`src/rtl/dma_pkg.sv`:
```
// Shared types and constants for the single-channel DMA engine.
package dma_pkg;

  typedef enum logic [2:0] {
    IDLE,
    CMD2,
    REQ,
    RD,
    CAP,
    WR,
    DONE
  } dma_state_e;

  localparam logic DMA_MODE_COPY = 1'b1;
  localparam logic DMA_MODE_FILL = 1'b0;

endpackage

```
`src/rtl/dma_chan_regs.sv`:
```
// Channel register file for the DMA engine: source/destination pointers,
// remaining length, transfer mode and the one-word copy buffer.
module dma_chan_regs
  import dma_pkg::*;
#(
  parameter int SZ  = 8,
  parameter int WSZ = 8
) (
  input  logic           clk,
  input  logic           rst,
  input  logic           load_src,
  input  logic           load_dst,
  input  logic           capture,
  input  logic           step,
  input  logic [SZ-1:0]  cmd_addr,
  input  logic [WSZ-1:0] cmd_data,
  input  logic [WSZ-1:0] mem_rdata,
  output logic [SZ-1:0]  src,
  output logic [SZ-1:0]  dst,
  output logic           mode,
  output logic [WSZ-1:0] data_buf,
  output logic           len_zero,
  output logic           len_last
);

  logic [SZ-1:0] len;

  // Pointers wrap naturally at 2^SZ; phase 2 never coincides with a step.
  always_ff @(posedge clk or negedge rst) begin
    if (!rst) begin
      src      <= '0;
      dst      <= '0;
      len      <= '0;
      mode     <= DMA_MODE_FILL;
      data_buf <= '0;
    end else begin
      if (load_src) begin
        src <= cmd_addr;
        len <= cmd_data[SZ-1:0];
      end else if (step) begin
        src <= src + SZ'(1);
        len <= len - SZ'(1);
      end
      if (load_dst) begin
        dst  <= cmd_addr;
        mode <= cmd_data[0];
      end else if (step) begin
        dst <= dst + SZ'(1);
      end
      if (capture) begin
        data_buf <= mem_rdata;
      end
    end
  end

  assign len_zero = (len == '0);
  assign len_last = (len == SZ'(1));

endmodule

```
`src/rtl/dma_controller.sv`:
```
// Single-channel DMA responder: decodes the two-phase cpu command, copies or
// zero-fills a block over the shared bus. Optional cmd_err port: DMA_CMD_ERR_EN.
module dma_controller
  import dma_pkg::*;
#(
  parameter int SZ  = 8,
  parameter int WSZ = 8
) (
  input  logic           clk,
  input  logic           rst,
  input  logic           cmd_irq,
  input  logic [SZ-1:0]  cmd_addr,
  input  logic [WSZ-1:0] cmd_data,
  output logic           done_irq,
  output logic           bus_req,
  input  logic           bus_gnt,
  output logic [SZ-1:0]  mem_addr,
  output logic [WSZ-1:0] mem_wdata,
  output logic           mem_we,
  input  logic [WSZ-1:0] mem_rdata
`ifdef DMA_CMD_ERR_EN
  ,
  output logic           cmd_err
`endif
);

  dma_state_e     state, state_next;
  logic           load_src, load_dst, capture, step;
  logic [SZ-1:0]  src, dst;
  logic           mode;
  logic [WSZ-1:0] data_buf;
  logic           len_zero, len_last;

  dma_chan_regs #(.SZ(SZ), .WSZ(WSZ)) u_regs (
    .clk       (clk),
    .rst       (rst),
    .load_src  (load_src),
    .load_dst  (load_dst),
    .capture   (capture),
    .step      (step),
    .cmd_addr  (cmd_addr),
    .cmd_data  (cmd_data),
    .mem_rdata (mem_rdata),
    .src       (src),
    .dst       (dst),
    .mode      (mode),
    .data_buf  (data_buf),
    .len_zero  (len_zero),
    .len_last  (len_last)
  );

  always_ff @(posedge clk or negedge rst) begin
    if (!rst) state <= IDLE;
    else      state <= state_next;
  end

  // WR re-checks the grant combinationally so a write can never coincide with a lost bus.
  always_comb begin
    state_next = state;
    load_src   = 1'b0;
    load_dst   = 1'b0;
    capture    = 1'b0;
    step       = 1'b0;
    bus_req    = 1'b0;
    mem_we     = 1'b0;
    mem_addr   = '0;
    mem_wdata  = '0;
    case (state)
      IDLE: begin
        if (cmd_irq) begin
          load_src   = 1'b1;
          state_next = CMD2;
        end
      end
      CMD2: begin
        if (cmd_irq) begin
          load_dst   = 1'b1;
          state_next = REQ;
        end else begin
          state_next = IDLE;
        end
      end
      REQ: begin
        bus_req = 1'b1;
        if (len_zero)     state_next = DONE;
        else if (bus_gnt) state_next = (mode == DMA_MODE_COPY) ? RD : WR;
      end
      RD: begin
        bus_req    = 1'b1;
        mem_addr   = src;
        state_next = CAP;
      end
      CAP: begin
        bus_req    = 1'b1;
        capture    = 1'b1;
        state_next = bus_gnt ? WR : REQ;
      end
      WR: begin
        bus_req   = 1'b1;
        mem_addr  = dst;
        mem_wdata = (mode == DMA_MODE_COPY) ? data_buf : '0;
        if (bus_gnt) begin
          mem_we = 1'b1;
          step   = 1'b1;
          if (len_last) state_next = DONE;
          else          state_next = (mode == DMA_MODE_COPY) ? RD : WR;
        end else begin
          state_next = REQ;
        end
      end
      DONE:    state_next = IDLE;
      default: state_next = IDLE;
    endcase
  end

  // done_irq is a level: set on the way into DONE, cleared only by the next phase 1.
  always_ff @(posedge clk or negedge rst) begin
    if (!rst)                          done_irq <= 1'b0;
    else if (state == IDLE && cmd_irq) done_irq <= 1'b0;
    else if (state_next == DONE)       done_irq <= 1'b1;
  end

`ifdef DMA_CMD_ERR_EN
  always_ff @(posedge clk or negedge rst) begin
    if (!rst)         cmd_err <= 1'b0;
    else if (cmd_irq) cmd_err <= (state inside {REQ, RD, CAP, WR, DONE});
    else              cmd_err <= (state == CMD2);
  end
`endif

endmodule
```
`config.mk`:
```
export PLATFORM = sky130hd
export DESIGN_NAME = dma_controller
export DESIGN_NICKNAME = d
export VERILOG_FILES = /design/src/rtl/dma_pkg.sv /design/src/rtl/dma_chan_regs.sv /design/src/rtl/dma_controller.sv
export SDC_FILE = /design/constraint.sdc
export NUM_CORES = 1
export LEC_CHECK = 0
export ABC_AREA = 1
export CELL_PAD_IN_SITES_DETAIL_PLACEMENT = 0
export CELL_PAD_IN_SITES_GLOBAL_PLACEMENT = 2
export CORE_MARGIN = 3
export CORE_UTILIZATION = 27
export DETAILED_ROUTE_END_ITERATION = 8
export GPL_TIMING_DRIVEN = 0
export HOLD_SLACK_MARGIN = 0.05
export PLACE_DENSITY = 0.85
export SYNTH_ARGS = -nofsm -noshare
export SYNTH_HDL_FRONTEND = slang
export SYNTH_HIERARCHICAL = 1
export SYNTH_SLANG_ARGS = --single-unit
```
`constraint.sdc`:
```
create_clock -name clk -period 1.4 [get_ports clk]
set_input_delay 0.28 -clock clk [delete_from_list [all_inputs] [get_ports clk]]
set_output_delay 0.28 -clock clk [all_outputs]
set_load 0.02 [all_outputs]
```
; ---- Word level (Yosys, flattened, before mapping)
; Cells that the tools add are included.
[word_totals]
reg_bits = 37
inputBits = 28
output_inout_bits = 19
elab_cells = 51
[op_classes]
n_addsub = 3
n_eq_ne = 7
mux = 27
reduce_logical = 7
[op_table]
columns = cell, count
row1 = $mux W8, 8
row2 = $mux W3, 7
row3 = $pmux W3 S6, 1
row4 = $add A8 B1 Y8 const B, 2
row5 = $pmux W8 S2, 1
row6 = $eq A3 B3 Y1 const B, 3
row7 = $mux W1, 9
row8 = $eq A8 B1 Y1 const B, 1
row9 = $logic_not A8 Y1, 1
row10 = $sub A8 B1 Y8 const B, 1
row11 = $eq A3 B2 Y1 const B, 2
row12 = $reduce_bool A2 Y1, 3
row13 = $reduce_or A4 Y1, 1
row14 = $eq A3 B1 Y1 const B, 1
row15 = $logic_not A3 Y1, 1
row16 = $mux W2, 1
row17 = $logic_and A1 B1 Y1, 1

; ---- Logic depth before layout (Yosys ltp)
; Gate-level depths: netlist of run 1.
[depth]
ltp_word = 7
depth_mapped = 10
depth_no_buf = 10

; ---- Cells and area by module
; Netlist of run 1, hierarchy kept.
[modules_own_cells]
columns = mod, n_inst, cells_per_inst, area_each_um2, seq_area_each_um2
row1 = dma_chan_regs, 1, 209, 1828.0, 825.8
row2 = dma_controller, 1, 80, 521.8, 100.1

; ---- Worst setup path after synthesis of run 1
; No wires, ideal clock.
[synth_path]
kind = reg2reg
startpoint = register state[1]
endpoint = register u_regs.len[1]
setup_time_ns = 0.130
t_arrival_ns = 1.437
t_required_ns = 1.270
slack_ns = -0.167
path_stages_with_launch = 9
period_less_slack_ns = 1.567
path_cell_list = dfrtp_1 > inv_2 > nand3_2 > nor2_2 > buf_4 > nor2_2 > buf_6 > a22oi_1 > o21ai_0
[synth_via]
elab_chain_len = 3
word_cells_on_any_way = 6
[synth_lines]
columns = element, line_no
row1 = "start, declared", dma_controller.sv:27  ; dma_state_e state, state_next;
row2 = "start signal, assigned", dma_controller.sv:54  ; else state <= state_next;
row3 = $eq A3 B3 Y1, --
row4 = $mux W1, --
row5 = net mem_we, dma_controller.sv:19  ; output logic mem_we,
row6 = $reduce_bool A2 Y1 (no source line), --
row7 = "end signal, assigned", dma_chan_regs.sv:39  ; len <= cmd_data[SZ-1:0];
row8 = "end signal, assigned", dma_chan_regs.sv:42  ; len <= len - SZ'(1);
row9 = "end, declared", dma_chan_regs.sv:26  ; logic [SZ-1:0] len;
; The timed path passes the listed nets, and every way through them passes these cells.
; A chain may end at the register's enable or synchronous reset.

; ---- Worst setup path in the final report of run 1
[layout_path]
startpoint = register state[2]
endpoint = output port mem_addr[3]
[layout_via]
elab_chain_len = 2
word_cells_on_any_way = 3
[layout_lines]
columns = element, line_no
row1 = $eq A3 B3 Y1 / $eq A3 B2 Y1 (equally long branches), dma_controller.sv:68  ; case (state)
row2 = $pmux W8 S2 (*), dma_controller.sv:68
row3 = "end, declared", dma_controller.sv:17  ; output logic [SZ-1:0] mem_addr,
; Mark *: on every way between the ends. The rest lies on a longest branch, timed or not.

==> reports/metrics.yaml, run 1 <==
power:
  vdd_drop_max_uv: 613
  p_per_area_nw_per_um2: 1980
  p_leak_nw: 1.70
  power_w: 0.00756
sta:
  tns_ns: -8.05
  finClkSkew_ns: 0.0107
  worst_slack_ns: -0.224
  worst_slew_pin_slew_ns: 0.293
  min_period_ns: 1.62
  hold_viol: 0
  finalCritPeriodShare_pct: 116
  setup_viol: 52
  drv_slew: 0
  fmax_mhz: 616
  grt_setup_unrepaired: "true"
  slew-limit-headroom_pct: 80.4
worst_setup_path:
  crit_path_max_fanout: 9
  crit_top_cell: "buf_6"
  setup.worst_path.end_class: "primary output"
  max_stage_delay_ns: 0.37
  required_ns: 1.12
  cp_slowest_cell: "dfrtp_1"
  worstSetupPathType: "reg2out"
  cp_cell_sequence: "buf_6 > nand3_4 > inv_6 > a32o_2 > buf_6"
  crit_arrival_ns: 1.34
  ff2ff_path_depth: 9
  cp-start-kind: "flip-flop"
global_route:
  grt_util_all_layers_pct: 14.5
  gr-total-overflow: 0
  grt_start_max_net_pins: 37
  antenna_found_initial: 0
  grt_pass1_vias: 2290
  grt_pass1_wl_um: 11500
logic_synthesis:
  syn-num-nets: 322
  synthesis.area_um2: 2350
  yosys_warnings: 6
  synth.yosys.seq_area_share_pct: 39.4
  synthDistinctLibCells: 32
  ys_ff_latch: 37
  synthesis.instances: 289
  synth_area_per_cell_um2: 8.13
route:
  drtIter0Drc: 67
  via_per_inst: 4.76
  firstDrtPassIters: 4
  routedWlPerCell_um: 15.1
  finalWirelength_um: 7330
  drc: 0
  antenna_left: 0
  vias: 2312
clock_tree:
  cts_root_buffer: "clkbuf_8"
  h-tree-depth: 2
  clkTransAtPathRegs_ns: 0.07
  tritoncts: "built"
  cts-buffers-inserted: 5
  clkSinkCount: 37
  cts_max_path_buffers: 2
  clock_latency_ns: 0.29
cells_and_area:
  layout.nets: 413
  layout-drive-gt1-share_pct: 45.4
  layout_commonest_cell: "nand2_1"
  antenna_cells: 0
  area_growth_pct: 62.8
  layout_common_cells: "nand2_1 (62), dfrtp_1 (33), buf_6 (28), buf_4 (28), clkdlybuf4s50_1 (25)"
  fillers: 827
placement:
  io_buffers: 46
  hpwl_um: 4760
  gp_congestion: 0.867
floorplan:
  core_um2: 8340
  die_area_um2: 9860
  ios: 47
  rows: 33
  start_util_pct: 28.2
  die_w_um: 99.3
  fp.dieH_um: 99.3
run_status:
  violations: "setup timing"
  status: "complete, but fails checks"
min_path:
  worstHoldPathType: "in2async"
run:
  cap_violations: 0
-- registers in the layout (all words and copies together) (netlist names) --
| register | flops |
|---|---|
| state | 3 |
| u_regs/mode | 1 |
| u_regs/src | 8 |
| u_regs/dst | 8 |
| u_regs/data_buf | 8 |
| u_regs/len | 8 |
| done_irq | 1 |
-- where the power goes --
part	internal [W]	leakage [nW]	switching [W]
combinational	0.00212	1.19	0.00224
clock	0.000582	0.0585	0.000402
sequential	0.00160	0.451	0.000608
total	0.00430	1.70	0.00325
-- stage by stage --
stage          instances  utilization [%]  setup slack [ns]  area, µm²  hold WS (ns)
5_1_grt              486             45.9            -0.298       3820         0.299
4_1_cts              476             42.5            -0.240       3540         0.309
3_5_place_dp         441             35.9            -0.587       2990        0.0811
3_3_place_gp         440             35.7             -1.13       2980         0.489
2_1_floorplan        289                -           -0.0547       2390       -0.0156
6_report             486             45.9            -0.224       3820         0.313
-- critical path, delay by kind of cell (launching register included) --
family                 cells  cell delay [ns]
buffers and inverters      3             0.34
AOI/OAI and AO/OA          1             0.23
DFF                        1             0.37
and+or+nand+nor            1             0.11
-- final timing paths --
check                                    from            endpoint  slack, ns
setup / recovery                     state[2]         mem_addr[3]      -0.22
hold / removal                            rst  u_regs/data_buf[6]       0.31
setup reg to reg                     state[1]       u_regs/dst[0]      -0.21
hold reg to reg            u_regs/data_buf[0]  u_regs/data_buf[0]       0.51
max in group asynchronous                 rst            state[0]       0.67
min in group clk           u_regs/data_buf[0]  u_regs/data_buf[0]       0.51
-- cell usage after synthesis, drive strengths merged --
master,n,share of area [%]
a32o,8,3.4
o21bai,3,0.96
nand2,72,12
buf,10,3.4
inv,31,5.1
nor3,1,0.43
nand3b,1,0.32
nand4,3,1.1
nand3,35,8.3
xnor2,2,0.75
mux2,9,4.3
xor2,5,1.9
nor2,36,7.3
dfrtp,37,39
ha,5,2.7
a21oi,3,0.80
o21ai,11,2.3
a22oi,15,4.8
o211ai,2,0.85
-- cell type report --
cell class	instances	area, µm²	share of cell area (%)
Tap cell	105	131	3.43
Clock buffer	7	86.3	2.26
Multi-Input combinational cell	213	1590	41.5
Sequential cell	37	931	24.3
Buffer	10	123	3.21
Clock inverter	1	30.0	0.785
Timing Repair Buffer	82	796	20.8
Inverter	31	141	3.70
-- routing by layer --
metal / track usage, % / part of all wire (%) / vias to the layer above
li1: - / - / 1154
met1: 19.6 / 47 / 1111
met2: 23.9 / 48 / 41
met3: 2.95 / 4.3 / 6
met4: 3.36 / 0.81 / 0
met5: 0 / 0 / -
-- timing repair --
action / in CTS / in global routing
setup buffers: 22 / 11
cloned: 4 / 0
hold buffers: 1 / 0
endpoints found under the setup margin: 55 / 53
pin swaps: 34 / 20
gates resized for setup: 172 / 55
hold endpoints to repair: 37 / 0
-- kinds of logic (layout without fill, tap and decap cells) --
logic type      count (synthesis)  in the layout  share of synthesized area (%)
fa+ha+maj                       5              5                           2.66
flops                          37             37                           39.4
compound gates                 42             42                           13.2
simple gates                  148            150                           29.4
buf+inv                        41            131                           8.47
xor+xnor                        7              7                           2.61
mux                             9              9                           4.31
Power figures use the tool's default switching activity.
==> run 2, diff against run 1 <==
Settings changed: CORE_ASPECT_RATIO set to 0.7, HOLD_SLACK_MARGIN 0.05 to 0.08.
==> run 2 against run 1 <==
Compared with the run above:
- the run still ends with setup timing left
- worst setup slack got worse by 0.031 ns
- final cell count rose by 1.0%
- largest power group unchanged
- first-iteration DRC count rose by 84%
- non-clock buffer count fell by 5
- hold slack gained 0.12 ns
- die area grew 0.18%
==> reports/metrics.yaml, run 2 (synthesis results as in run 1) <==
worst_setup_path:
  setup.worst_path.end_class: "primary output"  # unchanged
  max_stage_delay_ns: 0.38  # was 0.37 ns
  cp-start-kind: "flip-flop"  # unchanged
  worstSetupPathType: "reg2out"  # unchanged
  cp_slowest_cell: "dfrtp_1"  # unchanged
  path_delay_family: "flip-flops"  # unchanged
  cp_cell_sequence: "buf_6 > nand3_4 > inv_6 > a32o_2 > buf_6"  # unchanged
  crit_arrival_ns: 1.37  # was 1.34 ns
  crit_start: "state[2]"  # unchanged
  crit_path_max_fanout: 9  # unchanged
  crit_top_cell: "buf_6"  # unchanged
  required_ns: 1.12  # about the same
  critPathBufInv: 3  # unchanged
  timing.rr.start: "state[2]"  # was state[1]
sta:
  setup_viol: 52  # unchanged
  worst_slew_pin_slew_ns: 0.311  # was 0.293 ns
  slew-limit-headroom_pct: 79.2  # was 80.4%
  hold_viol: 0  # unchanged
  fmax_mhz: 604  # was 616 MHz
  drv_slew: 0  # unchanged
  finClkSkew_ns: 0.00310  # was 0.0107 ns
  worst_slack_ns: -0.255  # was -0.224 ns
  min_period_ns: 1.65  # was 1.62 ns
  finalCritPeriodShare_pct: 118  # was 116%
  grt_setup_unrepaired: "true"  # unchanged
clock_tree:
  clkTransAtPathRegs_ns: 0.06  # was 0.07 ns
  cts-buffers-inserted: 5  # unchanged
  clkSinkCount: 37  # unchanged
  clock_latency_ns: 0.28  # was 0.29 ns
  cts_root_buffer: "clkbuf_16"  # was clkbuf_8
  tritoncts: "built"  # unchanged
  h-tree-depth: 2  # unchanged
  cts_max_path_buffers: 2  # unchanged
power:
  p_clk_share_pct: 16.6  # was 13.0%
  switching_power_w: 0.00301  # was 0.00325 W
  comb_power_share_pct: 53.0  # was 57.7%
  vdd_drop_max_uv: 624  # was 613 µV
  switching_share_pct: 41.7  # was 43.1%
  p_leak_nw: 1.64  # was 1.70 nW
  p_seq_share_pct: 30.4  # was 29.2%
  p_per_area_nw_per_um2: 1990  # was 1980 nW/µm²
  p_int_w: 0.00421  # was 0.00430 W
placement:
  numPlacedInstances: 452  # was 441
  io_buffers: 46  # unchanged
  gp_congestion: 0.826  # was 0.867
  place_area_um2: 3010  # was 2990 µm²
  hpwl_um: 4920  # was 4760 µm
global_route:
  grt_util_all_layers_pct: 15.0  # was 14.5%
  grt_pass1_vias: 2344  # was 2290
  gr-total-overflow: 0  # unchanged
  grt_pass1_wl_um: 12000  # was 11500 µm
  antenna_found_initial: 0  # unchanged
  grt_start_max_net_pins: 27  # was 37
floorplan:
  die_w_um: 118  # was 99.3 µm
  fp.dieH_um: 84.1  # was 99.3 µm
  core_um2: 8140  # was 8340 µm²
  ios: 47  # unchanged
  start_util_pct: 28.9  # was 28.2%
  rows: 27  # was 33
  die_area_um2: 9880  # was 9860 µm²
route:
  drc: 0  # unchanged
  drtIter0Drc: 123  # was 67
  via_per_inst: 4.62  # was 4.76
  finalWirelength_um: 7010  # was 7330 µm
  antenna_left: 0  # unchanged
  vias: 2269  # was 2312
  routedWlPerCell_um: 14.3  # was 15.1 µm
  firstDrtPassIters: 4  # unchanged
cells_and_area:
  area_growth_pct: 54.4  # was 62.8%
  layout_commonest_cell: "nand2_1"  # unchanged
  final_area_um2: 3630  # was 3820 µm²
  fin_cells: 491  # was 486
  layout_common_cells: "nand2_1 (66), dfrtp_1 (33), buf_4 (32), nand3_1 (26), clkdlybuf4s50_1 (25)"  # was nand2_1 (62), dfrtp_1 (33), buf_6 (28), buf_4 (28), clkdlybuf4s50_1 (25)
  layout-drive-gt1-share_pct: 38.4  # was 45.4%
  layout.nets: 407  # was 413
  fillers: 829  # was 827
  antenna_cells: 0  # unchanged
run_status:
  violations: "setup timing"  # unchanged
  status: "complete, but fails checks"  # unchanged
min_path:
  worstHoldPathType: "in2async"  # unchanged
run:
  cap_violations: 0  # unchanged
[run 2: cell types whose count changed in the layout (fill, tap and decap cells not counted), moves of 4 or more]
cell / before / now
nand2_1: 62 / 66
clkbuf_16: 0 / 5
buf_6: 28 / 17
nand2_2: 9 / 5
mux2_2: 0 / 8
nor2_1: 14 / 20
nand3_2: 12 / 7
buf_4: 28 / 32
nand3_1: 19 / 26
clkbuf_8: 6 / 2
nor2_4: 19 / 10
mux2_4: 9 / 1
[run 2: final timing paths]
| path | to | slack [ns] | depth (start not counted) |
|---|---|---|---|
| max reg2reg | u_regs/dst[5] | -0.22 | 10 |
| max in group asynchronous | u_regs/len[0] | 0.51 | 3 |
| min in group clk | u_regs/data_buf[5] | 0.51 | 1 |
| max | mem_addr[2] | -0.25 | 5 |
| min | u_regs/len[2] | 0.43 | 2 |
| min reg2reg | u_regs/data_buf[5] | 0.51 | 1 |
[run 2: metal layers]
| layer | global-route usage, % | routed length (µm) |
|---|---|---|
| met5 | 0 | 0 |
| met1 | 22.6 | 3720 |
| met3 | 3.52 | 380 |
| met2 | 21.5 | 2840 |
| met4 | 3.62 | 63 |
[run 2: through the flow]
step,util [%],setup TNS [ns],power [W],setup slack [ns],hold WS [ns]
after floorplan,-,-0.398,0.00421,-0.0547,-0.0156
after global placement,36.7,-54.87,0.00505,-1.13,0.489
after detailed placement,36.9,-18.17,0.00509,-0.593,0.194
after CTS,42.9,-8.97,0.00699,-0.256,0.447
after global routing,44.6,-13.38,0.00783,-0.326,0.468
final,44.6,-8.75,0.00722,-0.255,0.430
[run 2: what timing repair did]
action / 4_1_cts / 5_1_grt
buffers inserted: 22 / 7
gates cloned: 1 / 0
pin swaps: 10 / 13
hold endpoints to repair: 11 / 0
endpoints found under the setup margin: 56 / 54
gates resized for setup: 147 / 21
hold buffers: 1 / 0
[run 2: worst register-to-register path, cell delays in order, from the launching register on]
cell and delay (ns):
dfrtp_1 0.35, buf_6 0.16, nand3_4 0.13, buf_6 0.14, nor2_4 0.17, buf_12 0.17
inv_4 0.05, nor2_4 0.14, buf_12 0.13, nand3_2 0.07, nand2_1 0.06
[run 2: cell type report]
class                   instances  area [µm²]  share of cell area, %
plain buffers                  10         128                   3.52
clock buffers                   7         153                   4.21
clock inverters                 1        5.00                  0.138
inverters                      31         136                   3.76
multi-input cells             212        1400                   38.7
flip-flops and latches         37         931                   25.7
well taps                     116         145                   4.00
repair buffers                 77         727                   20.0
[run 2: power by group through the flow]
| stage | Sequential (W) | Clock [W] | Combinational (W) |
|---|---|---|---|
| 2_1_floorplan | 0.00204 | 0 | 0.00217 |
| 3_3_place_gp | 0.00215 | 0 | 0.00290 |
| 3_5_place_dp | 0.00216 | 0 | 0.00293 |
| 4_1_cts | 0.00218 | 0.00122 | 0.00358 |
| 5_1_grt | 0.00230 | 0.00127 | 0.00426 |
| 6_report | 0.00219 | 0.00120 | 0.00382 |
==> run 3, diff against run 2 <==
Settings changed: REMOVE_ABC_BUFFERS set to 1.
==> run 3 against run 2 <==
Compared with the run above:
- the run still ends with setup timing left
- clock skew increased by 0.0013 ns
- clock power up 23%
- combinational power shrank 2%
- critical path type unchanged
- critical endpoint is now mem_addr[1]
- largest power group unchanged
- highest routed layer unchanged
==> reports/metrics.yaml, run 3 (synthesis results as in run 1) <==
run_status:
  status: "complete, but fails checks"  # unchanged
  violations: "setup timing"  # unchanged
sta:
  min_period_ns: 1.74  # was 1.65 ns
  setup_viol: 45  # was 52
  slew-limit-headroom_pct: 74.7  # was 79.2%
  worst_slack_ns: -0.336  # was -0.255 ns
  fmax_mhz: 576  # was 604 MHz
  worst_slew_pin_slew_ns: 0.379  # was 0.311 ns
  drv_slew: 0  # unchanged
  finClkSkew_ns: 0.00444  # was 0.00310 ns
  tns_ns: -10.97  # was -8.75 ns
  hold_slack_ns: 0.465  # was 0.430 ns
  hold_viol: 0  # unchanged
  grt_setup_unrepaired: "true"  # unchanged
  finalCritPeriodShare_pct: 124  # was 118%
cells_and_area:
  layout.nets: 406  # was 407
  area_growth_pct: 58.8  # was 54.4%
  antenna_cells: 0  # unchanged
  fillers: 800  # was 829
  utilization_pct: 45.8  # was 44.6%
  layout_commonest_cell: "nand2_1"  # unchanged
  layout-drive-gt1-share_pct: 40.9  # was 38.4%
  layout_common_cells: "nand2_1 (66), dfrtp_1 (33), buf_4 (29), clkdlybuf4s50_1 (26), nand3_1 (22)"  # was nand2_1 (66), dfrtp_1 (33), buf_4 (32), nand3_1 (26), clkdlybuf4s50_1 (25)
clock_tree:
  clkSinkCount: 37  # unchanged
  clkTransAtPathRegs_ns: 0.06  # about the same
  cts-buffers-inserted: 5  # unchanged
  cts_root_buffer: "clkbuf_16"  # unchanged
  h-tree-depth: 2  # unchanged
  tritoncts: "built"  # unchanged
  clock_latency_ns: 0.28  # about the same
  cts_max_path_buffers: 2  # unchanged
route:
  finalWirelength_um: 7510  # was 7010 µm
  vias: 2323  # was 2269
  routedWlPerCell_um: 15.3  # was 14.3 µm
  drc: 0  # unchanged
  drtIter0Drc: 190  # was 123
  antenna_left: 0  # unchanged
  firstDrtPassIters: 4  # unchanged
  via_per_inst: 4.74  # was 4.62
floorplan:
  ios: 47  # unchanged
  die_w_um: 118  # unchanged
  fp.dieH_um: 84.1  # unchanged
  start_util_pct: 28.9  # unchanged
  core_um2: 8140  # unchanged
  die_area_um2: 9880  # unchanged
  rows: 27  # unchanged
worst_setup_path:
  cp_cell_sequence: "nand3_4 > buf_12 > inv_6 > a32o_2 > buf_6"  # was buf_6 > nand3_4 > inv_6 > a32o_2 > buf_6
  max_stage_delay_ns: 0.47  # was 0.38 ns
  timing.rr.start: "state[1]"  # was state[2]
  worstSetupPathType: "reg2out"  # unchanged
  cp_slowest_cell: "dfrtp_2"  # was dfrtp_1
  cp-start-kind: "flip-flop"  # unchanged
  critPathBufInv: 3  # unchanged
  crit_arrival_ns: 1.46  # was 1.37 ns
  crit_path_max_fanout: 6  # was 9
  setup.worst_path.end_class: "primary output"  # unchanged
  required_ns: 1.12  # about the same
  path_delay_family: "flip-flops"  # unchanged
  crit_start: "state[2]"  # unchanged
global_route:
  antenna_found_initial: 0  # unchanged
  grt_start_max_net_pins: 25  # was 27
  grt_pass1_wl_um: 12100  # was 12000 µm
  grt_util_all_layers_pct: 15.4  # was 15.0%
  grt_pass1_vias: 2270  # was 2344
  gr-total-overflow: 0  # unchanged
placement:
  hpwl_um: 4890  # was 4920 µm
  gp_congestion: 0.767  # was 0.826
  io_buffers: 46  # unchanged
run:
  cap_violations: 0  # unchanged
power:
  power_w: 0.00744  # was 0.00722 W
  vdd_drop_max_uv: 713  # was 624 µV
  p_leak_nw: 1.64  # about the same
  p_per_area_nw_per_um2: 1990  # about the same
min_path:
  worstHoldPathType: "in2async"  # unchanged
## run 3: final cells by class
class,count,area [µm²],share of cell area [%]
Sequential cell,37,931,24.9
Clock inverter,3,65.1,1.74
Tap cell,116,145,3.89
Inverter,31,145,3.89
Timing Repair Buffer,84,833,22.3
Timing Repair inverter,1,8.76,0.235
Clock buffer,5,125,3.35
Multi-Input combinational cell,213,1480,39.6
## run 3: path summary, 6_finish.rpt
kind	end	slack, ns	cells after the start
worst min register to register	u_regs/data_buf[3]	0.51	1
worst max register to register	u_regs/dst[7]	-0.31	10
worst min-delay path	u_regs/dst[5]	0.46	2
worst max-delay path	mem_addr[1]	-0.34	5
min in group clk	u_regs/data_buf[3]	0.51	1
max in group asynchronous	u_regs/len[5]	0.46	3
## run 3: where the power goes
group	internal (W)	switching [W]
Clock	0.00102	0.000456
Combinational	0.00170	0.00203
Sequential	0.00161	0.000634
Total	0.00432	0.00312
## run 3: timing repair
item | 4_1_cts | 5_1_grt
hold buffers | 1 | 0
cloned | 5 | 0
buffers inserted | 26 | 12
hold endpoints to repair | 13 | 0
gates resized for setup | 176 | 22
endpoints found under the setup margin | 56 | 55
pin swaps | 18 | 13
## run 3: stage by stage
stage / setup WS, ns / cell area [µm²] / cells
after floorplan: -0.449 / 2270 / 279
after global placement: -1.24 / 2880 / 441
after detailed placement: -1.21 / 2890 / 442
after CTS: -0.334 / 3650 / 482
after global routing: -0.398 / 3730 / 490
final: -0.336 / 3730 / 490
## run 3: metal layers
layer | wire [µm] | GRT usage [%] | vias up
li1 | - | - | 1146
met1 | 3930 | 24.3 | 1099
met2 | 3070 | 21.2 | 73
met3 | 458 | 3.05 | 5
met4 | 50 | 3.51 | 0
met5 | 0 | 0 | -
